--- src/rtl/otter_mmio_io_if.sv ---
// Data-port IO bus between the OTTER memory and the MMIO peripheral block.
// The memory side drives the address, strobe and write data; the peripheral side returns read data.
interface otter_mmio_io_if;
  logic [31:0] IO_ADDR;
  logic        IO_WR;
  logic [31:0] IO_DIN;
  logic [31:0] IO_OUT;

  modport master (output IO_ADDR, output IO_WR, output IO_DIN, input IO_OUT);
  modport slave  (input IO_ADDR, input IO_WR, input IO_DIN, output IO_OUT);
endinterface

--- src/rtl/otter_mmio_io.sv ---
// OTTER MMIO peripherals: LED and seven-segment registers, debounced switches,
// and a 32-bit timer with sticky expiry flag and a one-cycle interrupt pulse.
module otter_mmio_io #(
  parameter int DEBOUNCE_CYCLES = 250000,
  parameter int REFRESH_DIV     = 100000
) (
  input  logic              CLK,
  input  logic              RST,
  otter_mmio_io_if.slave    bus,
  input  logic [15:0]       SWITCHES,
  output logic [15:0]       LEDS,
  output logic [3:0]        SSEG_AN,
  output logic [6:0]        SSEG_CA,
  output logic              TIMER_INTR
);
  localparam logic [31:0] ADDR_SW     = 32'h1100_0000;
  localparam logic [31:0] ADDR_LED    = 32'h1100_0020;
  localparam logic [31:0] ADDR_SSEG   = 32'h1100_0040;
  localparam logic [31:0] ADDR_TCTRL  = 32'h1100_0060;
  localparam logic [31:0] ADDR_TLIMIT = 32'h1100_0064;
  localparam logic [31:0] ADDR_TCOUNT = 32'h1100_0068;
  localparam logic [31:0] ADDR_TSTAT  = 32'h1100_006C;

  localparam int DB_W = (DEBOUNCE_CYCLES > 1) ? $clog2(DEBOUNCE_CYCLES) : 1;
  localparam int RF_W = (REFRESH_DIV > 1) ? $clog2(REFRESH_DIV) : 1;
  localparam logic [DB_W-1:0] DB_LAST = DB_W'(DEBOUNCE_CYCLES - 1);
  localparam logic [RF_W-1:0] RF_LAST = RF_W'(REFRESH_DIV - 1);

  typedef enum logic {T_IDLE, T_RUN} timer_state_t;

  logic wr_led, wr_sseg, wr_tctrl, wr_tlimit, wr_tstat;
  assign wr_led    = bus.IO_WR && (bus.IO_ADDR == ADDR_LED);
  assign wr_sseg   = bus.IO_WR && (bus.IO_ADDR == ADDR_SSEG);
  assign wr_tctrl  = bus.IO_WR && (bus.IO_ADDR == ADDR_TCTRL);
  assign wr_tlimit = bus.IO_WR && (bus.IO_ADDR == ADDR_TLIMIT);
  assign wr_tstat  = bus.IO_WR && (bus.IO_ADDR == ADDR_TSTAT);

  logic [15:0] led_reg, sseg_reg;

  always_ff @(posedge CLK) begin
    if (RST) begin
      led_reg  <= '0;
      sseg_reg <= '0;
    end else begin
      if (wr_led)  led_reg  <= bus.IO_DIN[15:0];
      if (wr_sseg) sseg_reg <= bus.IO_DIN[15:0];
    end
  end

  // Switch path: one counter shared by all bits, restarted on any change of the vector.
  logic [15:0]     sw_meta_reg, sw_sync_reg, sw_sample_reg, sw_reg;
  logic [DB_W-1:0] db_cnt_reg, db_cnt_next;
  logic            sw_change;

  always_comb begin
    sw_change   = (sw_sync_reg != sw_sample_reg);
    db_cnt_next = db_cnt_reg;
    if (sw_change)                 db_cnt_next = '0;
    else if (db_cnt_reg != DB_LAST) db_cnt_next = db_cnt_reg + 1'b1;
  end

  always_ff @(posedge CLK) begin
    if (RST) begin
      sw_meta_reg   <= '0;
      sw_sync_reg   <= '0;
      sw_sample_reg <= '0;
      sw_reg        <= '0;
      db_cnt_reg    <= '0;
    end else begin
      sw_meta_reg   <= SWITCHES;
      sw_sync_reg   <= sw_meta_reg;
      sw_sample_reg <= sw_sync_reg;
      db_cnt_reg    <= db_cnt_next;
      if (!sw_change && (db_cnt_next == DB_LAST)) sw_reg <= sw_sample_reg;
    end
  end

  function automatic logic [6:0] hex_decode(input logic [3:0] nib);
    case (nib)
      4'h0: hex_decode = 7'h40;  4'h1: hex_decode = 7'h79;
      4'h2: hex_decode = 7'h24;  4'h3: hex_decode = 7'h30;
      4'h4: hex_decode = 7'h19;  4'h5: hex_decode = 7'h12;
      4'h6: hex_decode = 7'h02;  4'h7: hex_decode = 7'h78;
      4'h8: hex_decode = 7'h00;  4'h9: hex_decode = 7'h10;
      4'hA: hex_decode = 7'h08;  4'hB: hex_decode = 7'h03;
      4'hC: hex_decode = 7'h46;  4'hD: hex_decode = 7'h21;
      4'hE: hex_decode = 7'h06;  default: hex_decode = 7'h0E;
    endcase
  endfunction

  logic [RF_W-1:0] ref_cnt_reg;
  logic [1:0]      digit_reg;
  logic [3:0]      an_reg;
  logic [6:0]      ca_reg;
  logic [3:0]      nibble;

  assign nibble = sseg_reg[{digit_reg, 2'b00} +: 4];

  // Anode and cathode are both registered from the same digit index so they switch together.
  always_ff @(posedge CLK) begin
    if (RST) begin
      ref_cnt_reg <= '0;
      digit_reg   <= '0;
      an_reg      <= 4'hF;
      ca_reg      <= 7'h7F;
    end else begin
      if (ref_cnt_reg == RF_LAST) begin
        ref_cnt_reg <= '0;
        digit_reg   <= digit_reg + 2'd1;
      end else begin
        ref_cnt_reg <= ref_cnt_reg + 1'b1;
      end
      an_reg <= ~(4'b0001 << digit_reg);
      ca_reg <= hex_decode(nibble);
    end
  end

  timer_state_t state_reg, state_next;
  logic         auto_reg, auto_next;
  logic [31:0]  limit_reg, limit_next;
  logic [31:0]  count_reg, count_next;
  logic         expired_reg, expired_next;
  logic         intr_reg;
  logic         expire;

  assign expire = (state_reg == T_RUN) && (limit_reg != '0) && (count_reg == limit_reg);

  always_comb begin
    state_next   = state_reg;
    auto_next    = auto_reg;
    limit_next   = limit_reg;
    count_next   = count_reg;
    expired_next = expired_reg;
    case (state_reg)
      T_RUN: begin
        count_next = count_reg + 32'd1;
        if (expire) begin
          count_next = '0;
          if (!auto_reg) state_next = T_IDLE;
        end
      end
      default: ;
    endcase
    // Expiry set has priority over a same-cycle status clear; a control write overrides the counter.
    if (wr_tstat && bus.IO_DIN[0]) expired_next = 1'b0;
    if (expire)                    expired_next = 1'b1;
    if (wr_tctrl) begin
      count_next = '0;
      state_next = bus.IO_DIN[0] ? T_RUN : T_IDLE;
      auto_next  = bus.IO_DIN[1];
    end
    if (wr_tlimit) limit_next = bus.IO_DIN;
  end

  always_ff @(posedge CLK) begin
    if (RST) begin
      state_reg   <= T_IDLE;
      auto_reg    <= 1'b0;
      limit_reg   <= '0;
      count_reg   <= '0;
      expired_reg <= 1'b0;
      intr_reg    <= 1'b0;
    end else begin
      state_reg   <= state_next;
      auto_reg    <= auto_next;
      limit_reg   <= limit_next;
      count_reg   <= count_next;
      expired_reg <= expired_next;
      intr_reg    <= expire;
    end
  end

  always_comb begin
    bus.IO_OUT = '0;
    case (bus.IO_ADDR)
      ADDR_SW:     bus.IO_OUT = {16'h0000, sw_reg};
      ADDR_LED:    bus.IO_OUT = {16'h0000, led_reg};
      ADDR_SSEG:   bus.IO_OUT = {16'h0000, sseg_reg};
      ADDR_TCTRL:  bus.IO_OUT = {30'd0, auto_reg, state_reg == T_RUN};
      ADDR_TLIMIT: bus.IO_OUT = limit_reg;
      ADDR_TCOUNT: bus.IO_OUT = count_reg;
      ADDR_TSTAT:  bus.IO_OUT = {31'd0, expired_reg};
      default:     bus.IO_OUT = '0;
    endcase
  end

  assign LEDS       = led_reg;
  assign SSEG_AN    = an_reg;
  assign SSEG_CA    = ca_reg;
  assign TIMER_INTR = intr_reg;
endmodule

--- src/flat_wrapper.sv ---
// flat-port wrapper written by rule: the top's interface ports become plain ports
module otter_mmio_io_flat 
#(
  parameter int DEBOUNCE_CYCLES = 250000,
  parameter int REFRESH_DIV     = 100000
)
  (CLK, RST, SWITCHES, LEDS, SSEG_AN, SSEG_CA, TIMER_INTR, bus_IO_ADDR, bus_IO_WR, bus_IO_DIN, bus_IO_OUT);
  otter_mmio_io_if bus_i ();
  input  logic CLK;
  input  logic RST;
  input  logic [15:0] SWITCHES;
  output logic [15:0] LEDS;
  output logic [3:0] SSEG_AN;
  output logic [6:0] SSEG_CA;
  output logic TIMER_INTR;
  input wire logic [$bits(bus_i.IO_ADDR)-1:0] bus_IO_ADDR;
  input wire logic [$bits(bus_i.IO_WR)-1:0] bus_IO_WR;
  input wire logic [$bits(bus_i.IO_DIN)-1:0] bus_IO_DIN;
  output wire logic [$bits(bus_i.IO_OUT)-1:0] bus_IO_OUT;
  assign bus_i.IO_ADDR = bus_IO_ADDR;
  assign bus_i.IO_WR = bus_IO_WR;
  assign bus_i.IO_DIN = bus_IO_DIN;
  assign bus_IO_OUT = bus_i.IO_OUT;
  otter_mmio_io #(.DEBOUNCE_CYCLES(DEBOUNCE_CYCLES), .REFRESH_DIV(REFRESH_DIV)) u_core (.CLK(CLK), .RST(RST), .bus(bus_i), .SWITCHES(SWITCHES), .LEDS(LEDS), .SSEG_AN(SSEG_AN), .SSEG_CA(SSEG_CA), .TIMER_INTR(TIMER_INTR));
endmodule
--- config.mk ---
export PLATFORM = sky130hd
export DESIGN_NAME = otter_mmio_io_flat
export DESIGN_NICKNAME = d
export VERILOG_FILES = /design/src/rtl/otter_mmio_io_if.sv /design/src/rtl/otter_mmio_io.sv /design/src/flat_wrapper.sv
export SDC_FILE = /design/constraint.sdc
export NUM_CORES = 1
export LEC_CHECK = 0
export CORE_MARGIN = 3
export CORE_UTILIZATION = 50
export CTS_CLUSTER_SIZE = 30
export DETAILED_ROUTE_END_ITERATION = 10
export GPL_ROUTABILITY_DRIVEN = 0
export PLACE_DENSITY = 0.75
export RECOVER_POWER = 50
export SLEW_MARGIN = 25
export SYNTH_ARGS = -nofsm -noshare
export SYNTH_HDL_FRONTEND = slang
export SYNTH_SLANG_ARGS = --single-unit
--- constraint.sdc ---
create_clock -name CLK -period 5.63 [get_ports CLK]
set_clock_uncertainty 0.05 [all_clocks]
set_input_delay 1.689 -clock CLK [delete_from_list [all_inputs] [get_ports CLK]]
set_output_delay 1.689 -clock CLK [all_outputs]
set_load 0.03 [all_outputs]
==> flow_summary.ini <==
[clocking]
clock-sinks = 212
htreeDepth = 1
cts_tree = built
cts-root-buf = clkbuf_16
cts_buffers = 23
cts_buffer_depth = 3
insertion_delay_ps = 490
clkSlewWorstSetupHoldPaths_ps = 50
cts_hold_buf = 0

[floorplanning]
die_h_um = 146
coreArea_mm2 = 0.0190
die_area_mm2 = 0.0212
die_x_um = 146
io_pins = 143
std_cell_rows = 50
initial_core_util = 0.515

[finish]
final_area_mm2 = 0.0122
nets = 1314
drive_gt1_frac = 0.104
final_cell_mix = 212 x dfxtp_1, 143 x nand2_1, 97 x nor2_1
final_common_cell = dfxtp_1
area_delta_synth_final_pct = 25.5
final_core_util = 0.646
antennaDiodeCount = 0

[worst_setup_path]
critPathSlowestCell = or3_4
cp_data_arrival_time_ps = 3860
critPathLaunchType = primary input
critPathMaxStageDelay_ps = 470
cp_cell_sequence = clkdlybuf4s50_1, nor4_2, nand4_1, or2_1, or3_4, buf_12, o211ai_1, buf_4
crit_start = bus_IO_ADDR[23]
path_max_fanout = 6
r2r_start = u_core.db_cnt_reg[4]
required_ps = 3890
path_class = primary input to output port
cp-end-kind = output port

[logic_synthesis]
ys_ff_latch = 212
synth.distinct_cells = 66
ys_seq_area_frac = 0.435
syn_area_per_cell_um2 = 8.88
synthCells = 1099
synth_edf_count = 0
syn-cell-area_mm2 = 0.00975
synthFlopType = dfxtp_1
syn_nets = 1195
yosys_warnings = 0
synthArstFlopShare = 0

[drt]
wire_per_inst_um = 17.7
ant_nets = 0
drc = 0
vias_per_cell = 5.63
drt-initial-drc-count = 656
num_vias = 8405
wirelength_mm = 26.4
dr.pass1.iters = 5

[sta]
worst_slack_ps = 35.8
hold_slack_ps = 384
setup_viol = 0
hold_viol = 0
period_share = 0.994
period_needed_ps = 5590
finalMaxSlewViolations = 92
max_slew_margin = -0.477
worst-slew-pin-transition_ps = 2220
fmax_mhz = 179

[worst_hold_path]
holdCritStartpoint = u_core.sw_meta_reg[7]
min_path_type = flip-flop to flip-flop

[placed_design]
dpl_cell_area_mm2 = 0.0113
portBuffers = 142
preCtsSetupSlack_ps = -105
hpwl_mm = 18.9

[pwr]
leakagePower_nw = 4.67
p_per_area_mw_per_mm2 = 269
ir_worst_vdd_mv = 0.236
report.power.total_mw = 3.29

[global_routing]
grt_pass1_wl_mm = 42.1
grt_pass1_vias = 8082
grt_usage = 0.238
grt_max_degree = 51
grt-ovfl-total = 0
antenna_found_initial = 0

[run_status]
violations = max-capacitance violations, max-slew violations
status = complete, but fails checks

[job]
drv_cap = 2
==> path summary, 6_finish.rpt <==
kind | slack [ps] | endpoint | cells after the start
hold reg to reg | 380 | u_core.sw_sync_reg[7] | 1
setup reg to reg | 2270 | u_core.sw_reg[7] | 6
hold / removal | 380 | u_core.sw_sync_reg[7] | 1
setup / recovery | 40 | bus_IO_OUT[3] | 8
==> kinds of logic after synthesis <==
logic type	share of synthesized area
XOR/XNOR	0.0970
AND/OR/NAND/NOR	0.238
AO/OA/AOI/OAI	0.121
buffers and inverters	0.0428
multiplexers	0.0498
adder cells (fa/ha/maj)	0.0167
flip-flops	0.435
==> where the power goes <==
part	switching, mW	leakage (nW)	internal [mW]	total [mW]
Sequential	0.00918	1.72	1.52	1.53
Combinational	0.0654	2.54	0.0784	0.144
Clock	0.604	0.408	1.01	1.62
Total	0.679	4.67	2.61	3.29
==> area by class of cell <==
cell class / count / area [µm²]
Multi-Input combinational cell: 801 / 5140
Inverter: 12 / 45.0
Clock buffer: 30 / 662
Timing Repair Buffer: 168 / 1650
Sequential cell: 212 / 4240
Fill cell: 1574 / 6720
Tap cell: 260 / 325
Clock inverter: 11 / 165
==> cell usage after synthesis, types with 3 or more instances <==
library cell / instances / area, µm²
and3_1: 13 / 81.3
buf_6: 8 / 90.1
a31oi_1: 5 / 31.3
inv_1: 12 / 45.0
o21ai_0: 12 / 60.1
nand4_1: 44 / 275
nand2_1: 143 / 537
a22o_1: 16 / 140
and4_1: 5 / 43.8
nor2_1: 98 / 368
a22oi_1: 16 / 120
o31ai_1: 15 / 113
nor4_1: 25 / 156
or3_1: 5 / 31.3
mux2_2: 4 / 45.0
clkbuf_1: 46 / 173
nand3_1: 29 / 145
nor4b_1: 3 / 26.3
dfxtp_1: 212 / 4240
xnor2_1: 41 / 359
o211ai_1: 16 / 120
nand2b_1: 10 / 62.6
nor3_1: 15 / 75.1
mux2i_1: 35 / 350
mux4_2: 4 / 90.1
ha_1: 13 / 163
xor2_1: 67 / 587
buf_2: 15 / 75.1
nor2b_1: 52 / 325
a21oi_1: 72 / 360
==> per-stage QoR <==
step	std cells	TNS (ps)
after floorplan	1099	0
after global placement	1451	-441
after detailed placement	1451	-1050
after CTS	1492	0
after global routing	1494	-72.2
final	1494	0
==> layer usage <==
layer / track usage / part of all wire / vias to the layer above
met5: 0 / 0 / -
met2: 0.400 / 0.48 / 334
li1: - / - / 4088
met1: 0.311 / 0.42 / 3920
met3: 0.0380 / 0.065 / 63
met4: 0.0874 / 0.034 / 0
==> worst max-delay path, delay by kind of cell <==
family	cells	cell delay (ps)
AO/OA/AOI/OAI	1	240
AND/OR/NAND/NOR	4	1130
buffers and inverters	3	790
==> repair_timing <==
item                                    CTS  global route
resized for setup                         3            19
pin swaps                                 0            10
buffers inserted                          0             1
endpoints found under the setup margin   24            25
cloned                                    0             1
No activity file was read; power rests on OpenSTA's default activity.
